### src/rtl/regbus.sv
// ----------------------------------------------------------------------------
// regbus -- ARM register bridge.
//
// Terminates a 32-bit ARM register port. Window 0 (armaddr[23:20] == 0) holds
// NCTL byte-writable control words at word offsets 0..NCTL-1 and NSTS
// read-only status words at word offsets 0x200..0x200+NSTS-1. Windows
// 1..NCH forward the access to a downstream channel over a req/ack/err
// handshake. Every access completes with a one-cycle o_armack pulse; unmapped
// offsets, unused windows and status writes complete with o_armerr = 1.
//
// Optional feature: define REGBUS_TIMEOUT_EN to build a TOW-bit channel
// watchdog that completes a channel access with an error after 2**TOW-1
// cycles without an acknowledge. Without it, a channel access waits forever.
//
// Ports:
//   i_clk, i_rst         clock, synchronous active-high reset
//   i_armaddr            byte address: [23:20] window, [19:0] offset
//   i_armwdata/wstrb/wr  write data, byte-lane enables, 1 = write
//   i_armreq             request; a rising edge starts a transaction
//   o_armack             one-cycle completion pulse
//   o_armerr, o_armrdata completion status / read data, held between acks
//   o_ctl                flattened control words, word k at [32k+31:32k]
//   i_sts                flattened status words
//   o_chaddr/chwdata/chwstrb/chwr  shared channel request fields
//   o_chreq              per-channel request, one-hot or zero
//   i_chack, i_cherr     per-channel completion and error
//   i_chrdata            flattened per-channel read data
// ----------------------------------------------------------------------------
module regbus #(
    parameter int NCTL = 16,
    parameter int NSTS = 4,
    parameter int NCH  = 2,
    parameter int TOW  = 16
) (
    input  logic                i_clk,
    input  logic                i_rst,
    input  logic [31:0]         i_armaddr,
    input  logic [31:0]         i_armwdata,
    input  logic [3:0]          i_armwstrb,
    input  logic                i_armwr,
    input  logic                i_armreq,
    output logic                o_armack,
    output logic                o_armerr,
    output logic [31:0]         o_armrdata,
    output logic [32*NCTL-1:0]  o_ctl,
    input  logic [32*NSTS-1:0]  i_sts,
    output logic [19:0]         o_chaddr,
    output logic [31:0]         o_chwdata,
    output logic [3:0]          o_chwstrb,
    output logic                o_chwr,
    output logic [NCH-1:0]      o_chreq,
    input  logic [NCH-1:0]      i_chack,
    input  logic [NCH-1:0]      i_cherr,
    input  logic [32*NCH-1:0]   i_chrdata
);

    localparam logic [0:0]  ST_IDLE  = 1'b0;
    localparam logic [0:0]  ST_CHAN  = 1'b1;
    localparam logic [17:0] STS_BASE = 18'h200;
    localparam logic [17:0] STS_END  = 18'(512 + NSTS);

    // TOW only sizes the optional watchdog; this empty guard keeps the
    // parameter referenced in every build. TOW must be at least 1.
    if (TOW < 1) begin : g_tow_range
    end

    logic [0:0]  r_state;
    logic        r_armreq0;
    logic        r_armack;
    logic        r_armerr;
    logic [31:0] r_armrdata;
    logic [31:0] r_ctl [NCTL];
    logic [19:0] r_chaddr;
    logic [31:0] r_chwdata;
    logic [3:0]  r_chwstrb;
    logic        r_chwr;
    logic [NCH-1:0] r_chreq;

    logic [3:0]  w_win;
    logic [17:0] w_word;
    logic        w_start;
    logic        w_is_ctl;
    logic        w_is_sts;
    logic        w_is_chan;
    logic [31:0] w_ctl_rd;
    logic [31:0] w_sts_rd;
    logic [NCH-1:0] w_chsel;
    logic        w_ch_ack;
    logic        w_ch_err;
    logic [31:0] w_ch_rdata;
    logic        w_unused_addr;

    assign w_win         = i_armaddr[23:20];
    assign w_word        = i_armaddr[19:2];
    assign w_unused_addr = ^{i_armaddr[31:24], i_armaddr[1:0]};

    // Only a rising edge of armreq seen while idle starts a transaction.
    assign w_start   = i_armreq && !r_armreq0 && (r_state == ST_IDLE);
    assign w_is_ctl  = (w_word < 18'(NCTL));
    assign w_is_sts  = (w_word >= STS_BASE) && (w_word < STS_END);
    assign w_is_chan = (w_win != 4'd0) && (int'(w_win) <= NCH);

    // Local read muxes and channel select.
    // NOTE: every always_comb output is given a default before any
    // conditional assignment, so no path leaves it unassigned (no latch).
    always_comb begin
        w_ctl_rd = '0;
        for (int k = 0; k < NCTL; k++) begin
            if (w_word == 18'(k)) w_ctl_rd = r_ctl[k];
        end
        w_sts_rd = '0;
        for (int k = 0; k < NSTS; k++) begin
            if (w_word == 18'(512 + k)) w_sts_rd = i_sts[32*k +: 32];
        end
        w_chsel = '0;
        for (int k = 0; k < NCH; k++) begin
            w_chsel[k] = (w_win == 4'(k + 1));
        end
    end

    // Completion of the requested channel; acks from other channels are
    // masked off by the one-hot request register.
    always_comb begin
        w_ch_ack   = |(i_chack & r_chreq);
        w_ch_err   = |(i_cherr & r_chreq);
        w_ch_rdata = '0;
        for (int k = 0; k < NCH; k++) begin
            if (r_chreq[k]) w_ch_rdata = w_ch_rdata | i_chrdata[32*k +: 32];
        end
    end

`ifdef REGBUS_TIMEOUT_EN
    // Expiry is taken on the edge where the counter would reach 2**TOW-1,
    // so the error ack lands 2**TOW-1 cycles after CHAN entry.
    localparam logic [TOW-1:0] TMO_LAST = ~TOW'(1);
    logic [TOW-1:0] r_tmo;
`endif

    // NOTE: all state here is updated with non-blocking assignments so every
    // register samples pre-edge values regardless of statement order.
    always_ff @(posedge i_clk) begin
        if (i_rst) begin
            // Held high so a request already asserted at reset release is not
            // taken as a rising edge.
            r_armreq0  <= 1'b1;
            r_state    <= ST_IDLE;
            r_armack   <= 1'b0;
            r_armerr   <= 1'b0;
            r_armrdata <= '0;
            r_chaddr   <= '0;
            r_chwdata  <= '0;
            r_chwstrb  <= '0;
            r_chwr     <= 1'b0;
            r_chreq    <= '0;
            // NOTE: the control bank is flops with a defined reset value,
            // not RAM, so every word is cleared here.
            for (int k = 0; k < NCTL; k++) r_ctl[k] <= '0;
`ifdef REGBUS_TIMEOUT_EN
            r_tmo      <= '0;
`endif
        end else begin
            r_armreq0 <= i_armreq;
            r_armack  <= 1'b0;
            case (r_state)
                ST_IDLE: begin
                    if (w_start) begin
                        if (w_win == 4'd0) begin
                            r_armack <= 1'b1;
                            if (w_is_ctl) begin
                                r_armerr   <= 1'b0;
                                r_armrdata <= w_ctl_rd;
                                if (i_armwr) begin
                                    for (int k = 0; k < NCTL; k++) begin
                                        for (int b = 0; b < 4; b++) begin
                                            if (w_word == 18'(k) && i_armwstrb[b])
                                                r_ctl[k][8*b +: 8] <= i_armwdata[8*b +: 8];
                                        end
                                    end
                                end
                            end else if (w_is_sts) begin
                                // Status words are read-only: writes only error.
                                r_armerr   <= i_armwr;
                                r_armrdata <= w_sts_rd;
                            end else begin
                                r_armerr   <= 1'b1;
                                r_armrdata <= 32'hFFFF_FFFF;
                            end
                        end else if (w_is_chan) begin
                            r_chaddr  <= i_armaddr[19:0];
                            r_chwdata <= i_armwdata;
                            r_chwstrb <= i_armwstrb;
                            r_chwr    <= i_armwr;
                            r_chreq   <= w_chsel;
                            r_state   <= ST_CHAN;
`ifdef REGBUS_TIMEOUT_EN
                            r_tmo     <= '0;
`endif
                        end else begin
                            r_armack   <= 1'b1;
                            r_armerr   <= 1'b1;
                            r_armrdata <= 32'hFFFF_FFFF;
                        end
                    end
                end
                ST_CHAN: begin
                    // An acknowledge on the expiry cycle takes priority.
                    if (w_ch_ack) begin
                        r_chreq    <= '0;
                        r_armack   <= 1'b1;
                        r_armerr   <= w_ch_err;
                        r_armrdata <= w_ch_rdata;
                        r_state    <= ST_IDLE;
                    end
`ifdef REGBUS_TIMEOUT_EN
                    else if (r_tmo == TMO_LAST) begin
                        r_chreq    <= '0;
                        r_armack   <= 1'b1;
                        r_armerr   <= 1'b1;
                        r_armrdata <= 32'hFFFF_FFFF;
                        r_state    <= ST_IDLE;
                    end else begin
                        r_tmo <= r_tmo + 1'b1;
                    end
`endif
                end
                default: r_state <= ST_IDLE;
            endcase
        end
    end

    for (genvar k = 0; k < NCTL; k++) begin : g_ctl_out
        assign o_ctl[32*k +: 32] = r_ctl[k];
    end

    assign o_armack   = r_armack;
    assign o_armerr   = r_armerr;
    assign o_armrdata = r_armrdata;
    assign o_chaddr   = r_chaddr;
    assign o_chwdata  = r_chwdata;
    assign o_chwstrb  = r_chwstrb;
    assign o_chwr     = r_chwr;
    assign o_chreq    = r_chreq;

endmodule
### config.mk
export PLATFORM = sky130hd
export DESIGN_NAME = regbus
export DESIGN_NICKNAME = d
export VERILOG_FILES = /design/src/rtl/regbus.sv
export SDC_FILE = /design/constraint.sdc
export NUM_CORES = 1
export LEC_CHECK = 0
export ABC_AREA = 1
export CAP_MARGIN = 20
export CORE_AREA = 2 2 341 343
export CTS_BUF_LIST = sky130_fd_sc_hd__clkbuf_8
export DETAILED_ROUTE_END_ITERATION = 7
export DIE_AREA = 0 0 343 345
export GPL_ROUTABILITY_DRIVEN = 0
export PLACE_DENSITY = 0.53
export SYNTH_ARGS = -nofsm -noshare
export SYNTH_HDL_FRONTEND = slang
export SYNTH_SLANG_ARGS = --single-unit
### constraint.sdc
create_clock -name i_clk -period 4.8 [get_ports i_clk]
set_input_delay 0.48 -clock i_clk [delete_from_list [all_inputs] [get_ports i_clk]]
set_output_delay 0.48 -clock i_clk [all_outputs]
set_load 0.01 [all_outputs]
==> impl_metrics.csv, run 1 <==
group,metric,value,unit
synth,synthMuxAreaShare,0,
timing,slew_violations,0,
cts,numClockSinks,607,
route,wl,146.4,mm
synth,synth-xor-area-share,0,
worst_hold_path,worst_hold_path_type,"in -> reg",
setup_path,worst-path-buf-inv,3,
synth,ys.flop_type,"edfxtp_1",
global_routing,grt-ovfl-total,0,
timing,slew_headroom,0.2209,
cts,clk_latency,0.80,ns
placed_design,place_ws,0.4632,ns
cts,clockBufferDepth,3,
synth,ys_seq_area_frac,0.6191,
pwr,clkPwrFrac,0.393,
layout,fillers,11840,
synth,synth_edf_count,512,
placed_design,hpwl,115.6,mm
timing,fmax,0.2782,GHz
cts,clockRootBuffer,"clkbuf_8",
route,viasPerCell,4.760,
synth,synth_common_cells,"nand2_1, nor2_1, edfxtp_1",
pwr,net-switching-power,3.180,mW
setup_path,path_class,"in -> reg",
layout,multiInputGateArea,0.008926,mm2
layout,final_area,0.04066,mm2
pwr,p_leak,15.21,nW
pwr,vdd_drop_max,205.1,uV
synth,synth_top_area_frac,0.5510,
route,vias,26360,
floorplanning,start_util,0.2424,
setup_path,path_depth,10,
job,drv_cap,0,
synth,synth_nets,3308,
cts,cts_resized,0,
timing,finalClockSkew,0.04932,ns
synth,synth_simple_gate_area_frac,0.2632,
floorplanning,design.core.area,0.1151,mm2
global_routing,grt.total_usage,0.2360,
synth,yosys-top-cells-area,"edfxtp_1, nand2_1, nor2_1, dfxtp_1, nand4_1",
synth,syn_area_per_cell,9.179,um2
cts,numCtsBuffers,108,
timing,finalSetupTns,0,ns
setup_path,cpLargestDelayFamily,"simple AND/OR/NAND/NOR gates",
layout,drive_above_1_share,0.07456,
run_status,status,"completed",
synth,syn_inst,3040,
timing,hold_ws,0.2722,ns
synth,syn_area,0.02790,mm2
cts,ctsHtreeMaxLevel,3,
synth,yosysMostFrequentCell,"nand2_1",
cts,cts_hold_buf,0,
timing,hold_violations,0,
synth,yosys.cell_types.count,28,
layout,syn2layout_area_growth,45.70,%
synth,synth_top_family_by_area,"simple AND/OR/NAND/NOR gates",
placed_design,dpl_cell_area,0.03856,mm2
setup_path,worstSetupStartpointType,"primary input",
timing,setup_ws,1.205,ns
timing,min_period,3.595,ns
floorplanning,rows,125,
route,drc,0,
pwr,p_int,8.995,mW
route,initialDrtViolationCount,2461,
setup_path,path_cells,"clkdlybuf4s50_1, nor2_1, inv_1, nor3_4, nand2_1, nor3_1, nand3_1, inv_2, nand2_1, nand2_1",
synth,yosysTopAreaCell,"edfxtp_1",
setup_path,crit_slowest_cell,"nand3_1",
global_routing,grt_max_degree,115,
floorplanning,io_pins,873,
pwr,switching_share,0.2612,
setup_path,critPathMaxStageDelay,0.56,ns
global_routing,grt_pass1_wl,196.8,mm
synth,ys_ff_latch,607,
layout,regArea,0.01728,mm2
timing,setup_viol,0,
floorplanning,dieArea,0.1183,mm2
global_routing,antenna_found_initial,14,
floorplanning,dieHeight,345,um
synth,synthAdderAreaFrac,0,
layout,fin_nets,4187,
route,firstDrtPassIters,7,
setup_path,crit_top_cell,"nand2_1",
cts,cts_tree,"yes",
route,ant_nets,0,
setup_path,cp.arrival,4.01,ns
placed_design,portBuffers,864,
synth,async_flop_share,0,
setup_path,worstSetupEndpointType,"flip-flop",
setup_path,cp_max_fo,10,
timing,tightest_slew,1.169,ns
timing,rsz0062_at_grt,"no",
pwr,power_frac_seq,0.502,
route,drt-wirelength-per-cell,26.43,um
synth,synth-compound-area-share,0.05331,
setup_path,critPathRequiredTime,5.21,ns
synth,yosysWarnings,0,
timing,fin_crit_sh,0.7490,
worst_hold_path,min_path_cells,3,
pwr,p_per_area,299.5,mW/mm2
global_routing,grt_pass1_vias,24820,
cts,post_cts_buffers,0,
pwr,pwr-share-comb,0.106,
floorplanning,die_w,343,um
cts,clk_pin_slew,0.06,ns
setup_path,reg2regPathDepth,7,
## cells in the final DEF, fill, tap and decap left out, types with 5 or more instances in the layout
| master | netlist | final |
|---|---|---|
| clkinv_1 | 0 | 16 |
| nor2_4 | 8 | 10 |
| inv_1 | 245 | 289 |
| nand4_1 | 236 | 236 |
| a21oi_1 | 111 | 111 |
| nand2_1 | 676 | 676 |
| inv_2 | 18 | 18 |
| nor2_2 | 7 | 10 |
| edfxtp_1 | 512 | 512 |
| dfxtp_1 | 95 | 93 |
| nor2_1 | 623 | 618 |
| o21ai_1 | 12 | 12 |
| clkbuf_8 | 0 | 119 |
| nor3_1 | 12 | 5 |
| clkdlybuf4s50_1 | 0 | 863 |
| nand3_1 | 136 | 135 |
| a22o_1 | 30 | 30 |
| o211ai_1 | 14 | 14 |
| nor3_2 | 3 | 8 |
| clkinv_2 | 0 | 12 |
| o21ai_0 | 92 | 91 |
| a221oi_1 | 5 | 5 |
| buf_4 | 6 | 94 |
## metal layers
layer	global-route usage	routed length, um	vias up
met5	0	41	-
met4	0.07557	4521	6
met3	0.05471	11800	197
met2	0.3963	69890	1193
met1	0.2979	60100	12910
li1	-	-	12050
## cells by family after synthesis
group / after synthesis
buffers and inverters: 457
DFF: 607
AOI/OAI and AO/OA: 264
and+or+nand+nor: 1712
## power by group through the flow
stage	clock, mW	sequential [mW]	combinational (mW)
6_report	4.78	6.11	1.29
5_1_grt	5.09	6.13	1.34
4_1_cts	4.90	6.11	1.29
3_5_place_dp	0	6.21	1.29
3_3_place_gp	0	6.21	1.28
2_1_floorplan	0	6.27	0.242
## path summary, 6_finish.rpt
check,from,endpoint,slack (ns)
hold reg to reg,o_chwdata[30],o_chwdata[30],0.44
hold / removal,i_rst,o_armrdata[21],0.27
setup reg to reg,r_state,r_ctl[0][54],1.38
setup / recovery,i_armaddr[22],r_ctl[0][54],1.21
## through the flow
stage,power (mW),utilization,cells
2_1_floorplan,6.514,-,3040
3_3_place_gp,7.495,0.3348,5332
3_5_place_dp,7.501,0.3350,5333
4_1_cts,12.30,0.3531,5534
5_1_grt,12.55,0.3532,5537
6_report,12.18,0.3532,5538
## worst register-to-register path: cells and delay by family, from the launching register on
family / cells / cell delay [ns]
flip-flops: 1 / 0.32
buffers and inverters: 2 / 0.77
AND/OR/NAND/NOR: 5 / 2.00
## layout make-up
class | count | share of cell area
Clock inverter | 82 | 0.01102
Sequential cell | 607 | 0.4250
Clock buffer | 119 | 0.04028
Multi-Input combinational cell | 1976 | 0.2195
Inverter | 263 | 0.02440
Antenna cell | 4 | 0.0002462
Tap cell | 1524 | 0.04690
Timing Repair Buffer | 963 | 0.2326
## registers in the layout (all words and copies together), names as in the netlist
register and flops:
r_armreq0 1, o_chwr 1, o_chwdata 32, o_chwstrb 4, r_ctl 512, o_chreq 2, o_armrdata 32, o_armack 1
o_armerr 1, o_chaddr 20, r_state 1
Power figures use the tool's default switching activity.
==> inputs of run 2 (changes only) <==
==> constraint.sdc (replaced) <==
create_clock -name i_clk -period 3.45 [get_ports i_clk]
set_input_delay 0.345 -clock i_clk [delete_from_list [all_inputs] [get_ports i_clk]]
set_output_delay 0.345 -clock i_clk [all_outputs]
set_load 0.01 [all_outputs]
==> impl_metrics.csv, run 2 (synthesis results as in run 1) <==
group,metric,value,unit
timing,rsz0062_at_grt,"no",
cts,ctsHtreeMaxLevel,3,
layout,largest_register,"r_ctl",
setup_path,worstSetupStartpointType,"primary input",
floorplanning,rows,125,
pwr,p_per_area,409.4,mW/mm2
layout,largest_register_ffs,512,
layout,fin_util,0.3668,
floorplanning,dieArea,0.1183,mm2
floorplanning,design.core.area,0.1151,mm2
timing,hold_violations,0,
route,viasPerCell,4.747,
global_routing,grt-ovfl-total,0,
timing,fin_crit_sh,0.8759,
timing,min_period,3.022,ns
cts,clockBufferDepth,3,
layout,layout_common_cells,"clkdlybuf4s50_1, nand2_1, nor2_1, edfxtp_1, inv_1",
route,wl,146.5,mm
setup_path,worst-path-buf-inv,2,
timing,slew_headroom,0.4830,
cts,numCtsBuffers,112,
setup_path,worstSetupEndpointType,"flip-flop",
layout,final_area,0.04222,mm2
placed_design,place_ws,-0.3414,ns
route,drt-wirelength-per-cell,25.70,um
placed_design,placedCellCount,5477,
route,initialDrtViolationCount,2441,
pwr,vdd_drop_max,276.3,uV
route,firstDrtPassIters,8,
route,ant_nets,0,
timing,hold_ws,0.1603,ns
cts,numClockSinks,607,
job,drv_cap,0,
pwr,p_leak,16.00,nW
global_routing,grt.total_usage,0.2376,
timing,setup_viol,0,
cts,clockRootBuffer,"clkbuf_8",
setup_path,crit_top_cell,"nand2_1",
timing,tightest_slew,0.7736,ns
timing,finalSetupTns,0,ns
cts,cts_resized,0,
placed_design,hpwl,116.7,mm
cts,clk_pin_slew,0.07,ns
worst_hold_path,worst_hold_path_type,"in -> reg",
setup_path,critPathMaxStageDelay,0.47,ns
setup_path,crit_slowest_cell,"clkdlybuf4s50_1",
timing,slew_violations,0,
floorplanning,io_pins,873,
setup_path,cp.arrival,3.70,ns
setup_path,path_class,"in -> reg",
floorplanning,start_util,0.2424,
global_routing,antenna_found_initial,21,
setup_path,path_cells,"clkdlybuf4s50_1, nor2_2, nand3_1, buf_4, nor2_1, nand2_1, nor2_1, nor2_1, nand3_1, nand2_1, nand2_1, nand2_1, nand2_1, nand2_1, nand2_1, nand2_1, nand3_1, nand2_1, nand2_1, nand2_1, nand2_1, nand2_1, a21oi_1",
floorplanning,die_w,343,um
placed_design,dpl_cell_area,0.04000,mm2
timing,setup_ws,0.4283,ns
cts,cts_tree,"yes",
setup_path,critPathRequiredTime,4.13,ns
global_routing,grt_pass1_vias,25990,
run_status,status,"completed",
pwr,total_power,17.28,mW
global_routing,grt_pass1_wl,199.7,mm
layout,fin_nets,4336,
layout,final_common_cell,"clkdlybuf4s50_1",
timing,finalClockSkew,0.03663,ns
timing,fmax,0.3309,GHz
route,vias,27050,
route,drc,0,
floorplanning,dieHeight,345,um
placed_design,portBuffers,864,
layout,fin_cells,5698,
layout,syn2layout_area_growth,51.30,%
setup_path,cp_max_fo,4,
global_routing,grt_max_degree,59,
setup_path,cpLargestDelayFamily,"simple AND/OR/NAND/NOR gates",
cts,clk_latency,0.77,ns
layout,drive_above_1_share,0.1069,
==> run 2: power breakdown <==
group	total [mW]	internal [mW]	switching, mW
clock	6.97	3.63	3.34
combinational	1.82	0.870	0.948
sequential	8.50	8.28	0.221
total	17.3	12.8	4.50
==> run 2: repair_timing <==
item / 4_1_cts / 5_1_grt
buffers inserted: 0 / 0
setup endpoints to repair: 0 / 0
hold endpoints to repair: 1 / 0
hold buffers: 1 / 0
==> run 2: layout make-up <==
cell class                      instances  area (um2)
Antenna cell                           10       25.02
Clock buffer                          115        1583
Clock inverter                         95       604.3
Fill cell                           11710       72890
Inverter                              263       992.2
Multi-Input combinational cell       1976        8926
Sequential cell                       607       17280
Tap cell                             1524        1907
Timing Repair Buffer                 1108       10900
==> run 2: path summary, 6_finish.rpt <==
kind | slack [ns] | cells past startpoint | startpoint | to
hold / removal | 0.16 | 3 | i_armreq | r_armreq0
setup / recovery | 0.43 | 23 | i_armaddr[4] | o_armrdata[22]
setup reg to reg | 0.81 | 10 | r_state | r_ctl[0][245]
hold reg to reg | 0.44 | 2 | o_chaddr[9] | o_chaddr[9]
==> run 2: worst reg2reg max path, cell delays in order, from the launching register on <==
cell and delay (ns):
dfxtp_1 0.31, buf_4 0.20, inv_2 0.09, nand2_1 0.17
nor3_1 0.33, buf_4 0.21, nand3_1 0.07, buf_4 0.17
inv_2 0.24, nand2_1 0.15, nand2_1 0.35
==> run 2: layer usage <==
metal | GRT usage | vias to the layer above | routed length [um]
li1 | - | 12360 | -
met1 | 0.2904 | 13110 | 57860
met2 | 0.3948 | 1335 | 69890
met3 | 0.06539 | 223 | 13230
met4 | 0.09295 | 14 | 5384
met5 | 0 | - | 91
